## config.mk

```make
export PLATFORM = sky130hd
export DESIGN_NAME = stream_demux
export DESIGN_NICKNAME = d
export VERILOG_FILES = /design/src/rtl/stream_demux_pkg.sv /design/src/rtl/stream_demux_slot.sv /design/src/rtl/stream_demux.sv
export SDC_FILE = /design/constraint.sdc
export NUM_CORES = 1
export LEC_CHECK = 0
export BUFFER_PORTS_ARGS = -buffer_cell sky130_fd_sc_hd__buf_2
export CORE_ASPECT_RATIO = 1.5
export CORE_UTILIZATION = 45
export CTS_CLUSTER_DIAMETER = 30
export DETAILED_ROUTE_END_ITERATION = 7
export PLACE_DENSITY = 0.78
export RECOVER_POWER = 25
export SETUP_SLACK_MARGIN = 0.2
export SYNTH_ARGS = -nofsm -noshare
export SYNTH_HDL_FRONTEND = slang
export SYNTH_SLANG_ARGS = --single-unit
```

## constraint.sdc

```tcl
create_clock -name clk -period 1.7 [get_ports clk]
set_input_delay 0.34 -clock clk [delete_from_list [all_inputs] [get_ports clk]]
set_output_delay 0.34 -clock clk [all_outputs]
set_load 0.05 [all_outputs]
```

## src/rtl/stream_demux_pkg.sv

```systemverilog
// Shared constants and types for the 1-to-4 stream demultiplexer.
package stream_demux_pkg;
  localparam int NUM_CH = 4;
  localparam int SEL_W  = 2;
  typedef logic [SEL_W-1:0] ch_sel_t;
  localparam int CNT_W  = 16;
  localparam logic [CNT_W-1:0] CNT_MAX = {CNT_W{1'b1}};
endpackage

```

## src/rtl/stream_demux_slot.sv

```systemverilog
// One-entry registered holding slot; a load may coincide with a drain,
// which replaces the held beat without a bubble.
module demux_slot #(
  parameter int BW = 8
) (
  input  logic          clk,
  input  logic          rst,
  input  logic          load,
  input  logic [BW-1:0] in_data,
  output logic          valid,
  input  logic          ready,
  output logic [BW-1:0] data
);

  // Slot occupancy and payload; data is kept after a drain.
  always_ff @(posedge clk) begin
    if (rst) begin
      valid <= 1'b0;
      data  <= {BW{1'b0}};
    end else if (load) begin
      valid <= 1'b1;
      data  <= in_data;
    end else if (valid && ready) begin
      valid <= 1'b0;
    end
  end

endmodule

```

## src/rtl/stream_demux.sv

```systemverilog
// 1-to-4 valid/ready stream demultiplexer with per-channel registered slots.
// Optional per-channel saturating beat counters under STREAM_DEMUX_STATS_EN.
module stream_demux
  import stream_demux_pkg::*;
#(
  parameter int BW = 8
) (
  input  logic                 clk,
  input  logic                 rst,
  input  logic                 in_valid,
  output logic                 in_ready,
  input  logic [BW-1:0]        in_data,
  input  ch_sel_t              sel,
  output logic [NUM_CH-1:0]    out_valid,
  input  logic [NUM_CH-1:0]    out_ready,
  output logic [NUM_CH*BW-1:0] out_data
`ifdef STREAM_DEMUX_STATS_EN
  ,
  output logic [NUM_CH*CNT_W-1:0] beat_count
`endif
);

  logic [NUM_CH-1:0] load;

  // Only the selected channel gates acceptance, so a stalled slot never blocks others.
  assign in_ready = ~out_valid[sel] | out_ready[sel];

  // One-hot load strobe for the destination slot of an accepted beat.
  always_comb begin
    load = {NUM_CH{1'b0}};
    if (in_valid && in_ready) begin
      load[sel] = 1'b1;
    end else begin
      load = {NUM_CH{1'b0}};
    end
  end

  for (genvar i = 0; i < NUM_CH; i++) begin : g_slot
    demux_slot #(.BW(BW)) u_slot (
      .clk     (clk),
      .rst     (rst),
      .load    (load[i]),
      .in_data (in_data),
      .valid   (out_valid[i]),
      .ready   (out_ready[i]),
      .data    (out_data[i*BW +: BW])
    );
  end

`ifdef STREAM_DEMUX_STATS_EN
  logic [CNT_W-1:0] cnt [NUM_CH];

  // Saturating count of beats accepted per channel.
  always_ff @(posedge clk) begin
    if (rst) begin
      for (int i = 0; i < NUM_CH; i++) cnt[i] <= {CNT_W{1'b0}};
    end else begin
      for (int i = 0; i < NUM_CH; i++) begin
        if (load[i] && (cnt[i] != CNT_MAX)) cnt[i] <= cnt[i] + CNT_W'(1);
      end
    end
  end

  for (genvar i = 0; i < NUM_CH; i++) begin : g_cnt
    assign beat_count[i*CNT_W +: CNT_W] = cnt[i];
  end
`endif

endmodule

```

==> impl_results.md, run 1 <==
* Share of cells above drive strength 1 at 36.9%
* Reg-to-reg endpoint: g_slot[1].u_slot.data[1]
* Fin crit share at 100%
* Initial antenna violation count at 0
* Worst Setup Start Kind: register
* Final hold violation count at 0
* Nets at 211
* Area contributors post-synth: dfxtp_1, mux2i_1, nand2b_1, buf_4, mux4_1
* CTS tree: yes
* Global-route wire length before repair at 5240 um
* Min Tclk post-route at 1.71 ns
* Area delta synth->final at 26.9%
* Vias in the first global route at 1,149
* Count leader, synth: nand2b_1
* Synthesized area at 1510 um2
* Flop pwr share at 46.8%
* Placer's final routability congestion estimate at 0.749
* RSZ-0062 raised after global routing: true
* Worst-Skew Late Latency at 0.29 ns
* Aggregate global routing overflow at 0
* Int Pwr at 1.40 mW
* Non-Filler Instances at 235
* Yosys top cell area share at 47.6%
* Final core area utilization at 60.2%
* Switching share of power at 26.3%
* Longest Clk Path Bufs at 2
* Starting DRT DRC Count at 13
* FP Rows at 25
* Placed Instance Area at 1790 um2
* Syn Area/Cell at 10.9 um2
* Met2 routed WL at 1780 um
* Ys async rst share at 0%
* Post-synth top area cell: dfxtp_1
* Switching power at 499 uW
* Worst slew pin tran at 0.678 ns
* Placed cells at 224
* Crit path to: in_ready
* Crit end category: primary output
* PortBufs at 53
* CTS Sinks at 36
* Metal-1 WL at 1230 um
* CP Launch Point: g_slot[1].u_slot.valid
* H-tree levels at 2
* Violated checks: setup timing
* WL/cell at 13.8 um
* Sequential area share after synthesis at 47.6%
* Die height at 73.0 um
* Drt first pass iters at 4
* Worst EP required at 1.36 ns
* Met3 Wirelength at 152 um
* R2R Setup Slk at 0.16 ns
* # diodes at 0
* Status: finished, violations left
* Final Skew at 0.0102 ns
* Worst min-delay path class: in -> reg
* Global Route Usage Sum at 20.3%
* Worst Reg-to-Reg Cells at 5
* DRC at 0
* Total clock buffers created by CTS at 5
* Critical Path AT at 1.37 ns
* Largest net degree at the start of global routing at 45
* Io pins at 54
* Max-slew headroom at 54.8%
* Die width at 49.4 um
* R2R Path Start: g_slot[1].u_slot.valid
* Net count after synthesis at 156
* Post-route setup slack at -0.00697 ns
* Maximum clock frequency at 586 MHz
* Final Power at 1.90 mW
* Total number of vias at 1,143
* Peak VDD IR at 0.000922 V
* Uppermost routed layer: met4
* PwrDens at 988 nW/um2
* Core ar. at 3190 um2
* Dpl hpwl at 2340 um
* Slew Limit Fails at 0
* Combinational share of power at 14.4%
* Mapped Cells at 139
* Clock share of power at 38.7%
* Worst-path clk slew at 0.07 ns
* Post-synth cell types at 18
* Critical Path Fanout Max at 2
* Max-cap viol count at 0
* Top FF cell, synth: dfxtp_1
* EDFF count, synth at 0
* Yosys warnings at 0
* WL final at 3240 um
* Die Area at 3610 um2
* Leakage at 0.992 nW
* Vias per Instance at 4.86
* Yosys reg bits at 36
* Place WS at 0.0528 ns
* Initial Util at 47.5%
* Post-synth top cells: nand2b_1, dfxtp_1, mux2i_1
* Final count of negative-setup-slack endpoints at 1
* Post-DRT Antenna Nets at 0
* Design area at 1920 um2
* Hold buffer count at cts at 0
* Root Buffer: clkbuf_8
* Critical path class: reg -> out
==> worst max-delay path, cell delays in order (launching register included) <==
cell and delay [ns]:
dfxtp_2 0.32, nand2b_1 0.08, mux4_2 0.50, buf_8 0.17
==> kinds of logic (layout without fill, tap and decap cells) <==
family	count (synthesis)	count (layout)	share of synthesized area, %
and+or+nand+nor	53	53	23.1
DFF	36	36	47.6
muxes	33	33	22.9
buffers and inverters	13	69	5.04
AOI/OAI and AO/OA	4	4	1.32
==> flip-flops by register name, indices dropped and copies added, names as in the netlist <==
| signal | count |
|---|---|
| g_slot.u_slot.data | 32 |
| g_slot.u_slot.valid | 4 |
==> metrics by stage <==
stage | hold slack, ns | setup TNS [ns]
floorplan | 0.473 | 0
global placement | 0.458 | 0
detailed placement | 0.470 | 0
CTS | 0.371 | -0.0157
global route | 0.381 | -0.0425
finish | 0.379 | -0.00697
==> worst min path at each step <==
stage | to | slack, ns | cells past startpoint | from
after floorplan | g_slot[0].u_slot.valid | 0.47 | 2 | g_slot[0].u_slot.valid
after global placement | g_slot[0].u_slot.data[4] | 0.46 | 2 | g_slot[0].u_slot.data[4]
after detailed placement | g_slot[0].u_slot.data[0] | 0.47 | 2 | g_slot[0].u_slot.data[0]
after CTS | g_slot[0].u_slot.valid | 0.37 | 3 | out_ready[0]
after global routing | g_slot[0].u_slot.valid | 0.38 | 3 | out_ready[0]
final | g_slot[0].u_slot.valid | 0.38 | 3 | out_ready[0]
==> power groups by stage <==
| stage | clock network [mW] | registers, mW | logic, mW |
|---|---|---|---|
| floorplan | 0 | 0.999 | 0.114 |
| global placement | 0 | 0.906 | 0.266 |
| detailed placement | 0 | 0.907 | 0.272 |
| CTS | 0.754 | 0.889 | 0.278 |
| global route | 0.793 | 0.893 | 0.290 |
| finish | 0.736 | 0.889 | 0.274 |
==> metal layers <==
| metal | track usage, % | vias to the layer above |
|---|---|---|
| li1 | - | 567 |
| met1 | 20.1 | 541 |
| met2 | 37.0 | 28 |
| met3 | 6.46 | 7 |
| met4 | 10.8 | 0 |
| met5 | 0 | - |
==> cell usage in the layout, fill, tap and decap left out <==
| cell | n |
|---|---|
| buf_4 | 5 |
| clkinv_2 | 1 |
| or3_1 | 1 |
| nand3_1 | 1 |
| nand2b_1 | 43 |
| and2b_1 | 1 |
| nor2b_1 | 1 |
| a21oi_1 | 4 |
| nor3_2 | 1 |
| clkbuf_1 | 4 |
| and3_1 | 1 |
| mux2i_1 | 32 |
| nand2b_4 | 2 |
| bufinv_16 | 1 |
| buf_8 | 1 |
| nand4b_1 | 1 |
| dfxtp_1 | 33 |
| buf_2 | 52 |
| mux4_2 | 1 |
| clkbuf_8 | 5 |
| nand4_1 | 1 |
| dfxtp_2 | 3 |
==> timing repair <==
action / CTS / global route
buffers inserted: 2 / 1
pin swaps: 0 / 0
resized for setup: 7 / 0
setup endpoints to repair: 1 / 1
==> area by class of cell <==
type	count	area [um2]
clock buffer	6	72.6
clock inverter	2	35.0
fill	302	1270
multi-input combinational	90	716
sequential	36	724
tap	40	50.0
timing repair buffer	61	324
Note: power is estimated with default switching activity, not from simulation.
==> run 2: changes to the inputs <==
SKIP_CTS_REPAIR_TIMING = 1   (was default)
==> run 2 against run 1 <==
Against the previous run:
- clock power is essentially flat
- highest routed layer unchanged
- power grew 0.13%
- the run still ends with setup timing left
- combinational power is essentially flat
- sequential cell count is the same
- register-to-register slack gained 0.13 ns
- via count shrank 0.17%
- sequential power is essentially flat
- first-iteration DRC count grew 7.7%
- worst setup slack gained 0.0012 ns
- worst hold slack gained 0.0019 ns
- global-route usage is essentially flat
==> impl_results.md, run 2 (same netlist as run 1, synthesis figures left out) <==
* Status: finished, violations left
* Violated checks: setup timing
* CTS tree: yes
* Biggest regs: g_slot.u_slot.data: 32 flops, g_slot.u_slot.valid: 4 flops
* Aggregate global routing overflow at 0 (unchanged)
* Final core area utilization at 60.7% (+0.43 points)
* PortBufs at 53 (unchanged)
* Drt first pass iters at 3 (-1)
* Max-slew headroom at 54.6% (-0.24 points)
* Placer's final routability congestion estimate at 0.749 (unchanged)
* Global-route wire length before repair at 5230 um (-0.13%)
* DRC at 0 (unchanged)
* WL final at 3250 um (+0.12%)
* CP peak stage delay at 0.49 ns (about the same)
* FP Rows at 25 (unchanged)
* Global Route Usage Sum at 20.2% (-0.044 points)
* Final Power at 1.90 mW (+0.13%)
* Most common cell after layout, fill and taps aside: buf_2
* Leakage at 1.00 nW (+0.99%)
* Crit end category: primary output
* Min Tclk post-route at 1.71 ns (-0.00123 ns)
* Final Skew at 0.0104 ns (+0.000159 ns)
* Die Area at 3610 um2 (unchanged)
* Critical Path AT at 1.37 ns (about the same)
* Non-Filler Instances at 234 (-0.43%)
* Metal-1 WL at 1230 um (-0.65%)
* Critical path class: reg -> out
* Worst-Skew Late Latency at 0.30 ns (about the same)
* Area delta synth->final at 27.9%
* Critical path's top delay family: multiplexers
* WL/cell at 13.9 um (+0.55%)
* Critical Path Fanout Max at 2 (unchanged)
* Most flops, register: g_slot.u_slot.data
* Post-route setup slack at -0.00574 ns (+0.00123 ns)
* Worst EP required at 1.36 ns (about the same)
* Worst-path clk slew at 0.07 ns (about the same)
* Peak VDD IR at 0.000922 V (about the same)
* Uppermost routed layer: met4
* PwrDens at 982 nW/um2 (-0.59%)
* Starting DRT DRC Count at 14 (+1)
* Final count of negative-setup-slack endpoints at 1 (unchanged)
* Longest Clk Path Bufs at 2 (unchanged)
* Share of cells above drive strength 1 at 39.2% (+2.3 points)
* Slowest CP cell: mux4_2
* Setup TNS at -0.00574 ns (+0.00123 ns)
* Vias in the first global route at 1,148 (-0.087%)
* Largest net degree at the start of global routing at 45 (unchanged)
* Place WS at 0.0528 ns (unchanged)
* Root Buffer: clkbuf_8
* Worst Setup Start Kind: register
* Die height at 73.0 um (unchanged)
* Met2 routed WL at 1790 um (+0.34%)
* Total number of vias at 1,141 (-0.17%)
* Die width at 49.4 um (unchanged)
* Worst slew pin tran at 0.681 ns (+0.00365 ns)
* Maximum clock frequency at 586 MHz (about the same)
* Total clock buffers created by CTS at 5 (unchanged)
* Nets at 210 (-0.47%)
* Placed cells at 224 (unchanged)
* Slew Limit Fails at 0 (unchanged)
* Io pins at 54 (unchanged)
* Crit-path cells: nand2b_4 > mux4_2 > buf_8
* Post-DRT Antenna Nets at 0 (unchanged)
* Final hold violation count at 0 (unchanged)
* CP Buf/Inv Count at 1 (unchanged)
* CTS Sinks at 36 (unchanged)
* RSZ-0062 raised after global routing: true
* Dpl hpwl at 2340 um (unchanged)
* Worst min-delay path class: in -> reg
* Largest register FFs at 32 (unchanged)
* Most frequent cells in the layout: buf_2, nand2b_1, mux2i_1, dfxtp_1, buf_4
* Max-cap viol count at 0 (unchanged)
* H-tree levels at 2 (unchanged)
* Initial Util at 47.5% (unchanged)
* Met3 Wirelength at 158 um (+3.9%)
* Fin crit share at 100% (about the same)
* Initial antenna violation count at 0 (unchanged)
* # diodes at 0 (unchanged)
* Core ar. at 3190 um2 (unchanged)
* Vias per Instance at 4.88 (+0.25%)
==> run 2: cell types whose count changed in the layout (fill, tap and decap cells not counted), sizes merged <==
cell	before	now
buf	58	59
clkbuf	9	7
==> run 2: metrics by stage <==
| stage | hold WS, ns | instance area, um2 |
|---|---|---|
| after floorplan | 0.473 | 1510 |
| after global placement | 0.458 | 1790 |
| after detailed placement | 0.470 | 1790 |
| after CTS | 0.379 | 1890 |
| after global routing | 0.381 | 1940 |
| final | 0.381 | 1940 |
==> run 2: cell type report <==
cell class | count | area, um2
clock buffer | 6 | 72.6
sequential | 36 | 726
clock inverter | 2 | 35.0
tap | 40 | 50.0
fill | 302 | 1250
multi-input combinational | 90 | 728
timing repair buffer | 60 | 324
==> run 2: power by group <==
group	switching [mW]	internal [mW]	total, mW
clock	0.300	0.435	0.735
combinational	0.184	0.0921	0.276
sequential	0.0156	0.874	0.890
total	0.500	1.40	1.90
==> run 2: per-layer routing <==
layer  GRT usage [%]  up-vias
li1                -      565
met1            20.1      541
met2            36.8       28
met3            6.46        7
met4            10.8        0
met5               0        -
==> run 2: path summary, 6_finish.rpt <==
path	startpoint	end	slack (ns)	cells after the start
worst max-delay path	g_slot[3].u_slot.valid	in_ready	-0.006	3
worst min register to register	g_slot[3].u_slot.data[2]	g_slot[3].u_slot.data[2]	0.48	2
worst max register to register	g_slot[1].u_slot.valid	g_slot[1].u_slot.data[1]	0.29	4
worst min-delay path	out_ready[0]	g_slot[0].u_slot.valid	0.38	3
==> run 2: tightest hold or removal path: cells and delay by family <==
kind                   cells  cell delay, ns
AO/OA/AOI/OAI              1            0.07
buffers and inverters      1            0.09
AND/OR/NAND/NOR            1            0.12
==> run 3: changes to the inputs <==
CORE_UTILIZATION = 51   (was 45)
PLACE_DENSITY = 0.88   (was 0.78)
SYNTH_HIERARCHICAL = 1   (was default)
==> run 3 against run 2 <==
Against the previous run:
- non-clock buffer count shrank 3
- the flow still finishes with violations (setup timing)
- critical endpoint unchanged
- via count down 5.7%
- synthesized cell count fell by 7.2%
==> impl_results.md, run 3 <==
* Yosys reg bits at 36 (unchanged)
* Yosys top cell area share at 51.9% (+4.3 points)
* Fin crit share at 103% (+2.3 points)
* Global Route Usage Sum at 21.3% (+1.1 points)
* Crit end category: primary output
* Final Power at 1.61 mW (-15%)
* Critical Path Fanout Max at 3 (+1)
* Mapped Cells at 129 (-7.2%)
* Vias per Instance at 4.85 (-0.60%)
* Post-synth top cells: dfxtp_1, mux2i_1, nor2_1, nand2b_1
* Ys async rst share at 0% (unchanged)
* Core ar. at 2500 um2 (-21%)
* Yosys warnings at 6 (+6)
* Worst-path clk slew at 0.10 ns (+0.03 ns)
* Io pins at 54 (unchanged)
* Maximum clock frequency at 573 MHz (-2.2%)
* WL final at 2860 um (-12%)
* Sequential area share after synthesis at 51.9% (+4.3 points)
* Most flops, register: g_slot.u_slot/data
* RSZ-0062 raised after global routing: true
* Synthesized area at 1390 um2 (-8.3%)
* R2R Setup Slk at 0.12 ns (-0.17 ns)
* EDFF count, synth at 0 (unchanged)
* Leakage at 0.791 nW (-21%)
* Critical path class: reg -> out
* R2R Path Start: g_slot[1].u_slot/valid
* Post-synth top area cell: dfxtp_1
* Max-cap viol count at 0 (unchanged)
* Share of cells above drive strength 1 at 37.1% (-2.1 points)
* Top FF cell, synth: dfxtp_1
* WL/cell at 12.9 um (-7.1%)
* CTS tree: yes
* Largest net degree at the start of global routing at 37 (-18%)
* Net count after synthesis at 146 (-6.4%)
* H-tree levels at 2 (unchanged)
* Worst Reg-to-Reg Cells at 5 (+1)
* Post-route setup slack at -0.0443 ns (-0.0386 ns)
* Violated checks: setup timing
* Worst-Skew Late Latency at 0.33 ns (+0.03 ns)
* Most frequent cells in the layout: buf_2, dfxtp_1, mux2i_1, nor2_1, nand2b_1
* Area delta synth->final at 25.0%
* Status: finished, violations left
* Reg-to-reg endpoint: g_slot[1].u_slot/data[3]
* Root Buffer: clkbuf_4
* Total number of vias at 1,076 (-5.7%)
* Worst Hold Path EP: g_slot[0].u_slot/valid
* Die Area at 2940 um2 (-19%)
* Count leader, synth: dfxtp_1
* Final hold violation count at 0 (unchanged)
* Slowest CP cell: mux4_2
* Most common cell after layout, fill and taps aside: buf_2
* Setup TNS at -0.0443 ns (-0.0386 ns)
* Total clock buffers created by CTS at 5 (unchanged)
* Worst Setup Start Kind: register
* CTS Sinks at 36 (unchanged)
* Die width at 44.6 um (-9.7%)
* Aggregate global routing overflow at 0 (unchanged)
* Max-slew headroom at 58.1% (+3.5 points)
* Place WS at 0.101 ns (+0.0486 ns)
* Syn Area/Cell at 10.8 um2 (-1.2%)
* Beginning of the worst hold path: out_ready[0]
* PortBufs at 53 (unchanged)
* Final core area utilization at 69.2% (+8.6 points)
* Worst EP required at 1.36 ns (about the same)
* Slew Limit Fails at 0 (unchanged)
* Critical Path AT at 1.40 ns (+0.03 ns)
* Multi-input gate area at 593 um2 (-19%)
* Global-route wire length before repair at 4430 um (-15%)
* Register area at 732 um2 (+0.86%)
* Dpl hpwl at 2130 um (-9.0%)
* Post-synth cell types at 13 (-5)
* FP Rows at 22 (-12%)
* Hold Path Depth at 3 (unchanged)
* Placed cells at 214 (-4.5%)
* Min Tclk post-route at 1.74 ns (+0.0386 ns)
* Biggest regs: g_slot.u_slot/data: 32 flops, g_slot.u_slot/valid: 4 flops
* # diodes at 0 (unchanged)
* Initial Util at 55.4% (+7.9 points)
* Peak VDD IR at 0.000666 V (-28%)
* Starting DRT DRC Count at 23 (+9)
* Area contributors post-synth: dfxtp_1, mux2i_1, nor2_1, buf_6, nand2b_1
* Longest Clk Path Bufs at 2 (unchanged)
* Final Skew at 0.00587 ns (-0.00453 ns)
* FILL cells at 203 (-33%)
* Initial antenna violation count at 0 (unchanged)
* Die height at 65.9 um (-9.8%)
* Crit-path cells: nand2b_1 > mux4_2 > buf_6
* CP peak stage delay at 0.46 ns (-0.03 ns)
* DRC at 0 (unchanged)
* Post-DRT Antenna Nets at 0 (unchanged)
* Vias in the first global route at 1,017 (-11%)
* PwrDens at 930 nW/um2 (-5.3%)
* Largest register FFs at 32 (unchanged)
* Worst slew pin tran at 0.629 ns (-0.0528 ns)
* Placer's final routability congestion estimate at 0.673 (-10%)
* Non-Filler Instances at 222 (-5.1%)
* Worst min-delay path class: in -> reg
* Nets at 202 (-3.8%)
* Final count of negative-setup-slack endpoints at 1 (unchanged)
* Drt first pass iters at 4 (+1)
-- run 3: cell types whose count changed in the layout (fill, tap and decap cells not counted), sizes merged, moves of 2 or more --
| cell | previous run | this run |
|---|---|---|
| nor2 | 0 | 32 |
| inv | 0 | 4 |
| clkbuf | 7 | 10 |
| buf | 59 | 53 |
| and4b | 0 | 2 |
| nand2b | 45 | 8 |
-- run 3: worst max-delay path, delay by kind of cell (launching register included) --
| kind | cells | cell delay, ns |
|---|---|---|
| buffers and inverters | 1 | 0.17 |
| DFF | 1 | 0.36 |
| muxes | 1 | 0.46 |
| and+or+nand+nor | 1 | 0.08 |
-- run 3: worst max-delay path by stage --
| stage | endpoint | depth (start not counted) | from |
|---|---|---|---|
| final | in_ready | 3 | g_slot[1].u_slot/valid |
| after global placement | in_ready | 4 | out_ready[0] |
| after detailed placement | in_ready | 4 | out_ready[0] |
| after global routing | in_ready | 3 | g_slot[0].u_slot/valid |
| after floorplan | in_ready | 2 | g_slot[3].u_slot/valid |
| after CTS | in_ready | 3 | g_slot[0].u_slot/valid |
-- run 3: area by class of cell --
cell class                 count  area share [%]
sequential                    36            42.2
tap                           36            2.60
inverter                       4           0.866
clock buffer                   6            2.96
clock inverter                 2           0.577
multi-input combinational     81            34.2
timing repair buffer          57            16.6
-- run 3: stage by stage --
stage | hold slack [ns] | area (um2)
floorplan | 0.487 | 1400
global placement | 0.470 | 1680
detailed placement | 0.480 | 1680
CTS | 0.253 | 1750
global route | 0.266 | 1730
finish | 0.262 | 1730
-- run 3: logic make-up after synthesis --
| kind of cell | count (synthesis) | share of synthesized area (%) |
|---|---|---|
| AO/OA/AOI/OAI | 4 | 1.44 |
| buffers and inverters | 12 | 5.77 |
| flip-flops | 36 | 51.9 |
| multiplexers | 33 | 24.7 |
| AND/OR/NAND/NOR | 44 | 16.1 |
-- run 3: power by group --
part / switching, mW / internal, mW
Combinational: 0.182 / 0.0785
Sequential: 0.0160 / 0.870
Clock: 0.270 / 0.197
Total: 0.468 / 1.14
-- run 3: metal layers --
| layer | GRT usage, % | routed length (um) | part of all wire (%) | vias to the layer above |
|---|---|---|---|---|
| met1 | 21.0 | 1140 | 40 | 491 |
| met2 | 38.6 | 1480 | 52 | 40 |
| li1 | - | - | - | 537 |
| met3 | 5.74 | 162 | 5.7 | 8 |
| met4 | 11.7 | 79 | 2.8 | 0 |
| met5 | 0 | 0 | 0 | - |
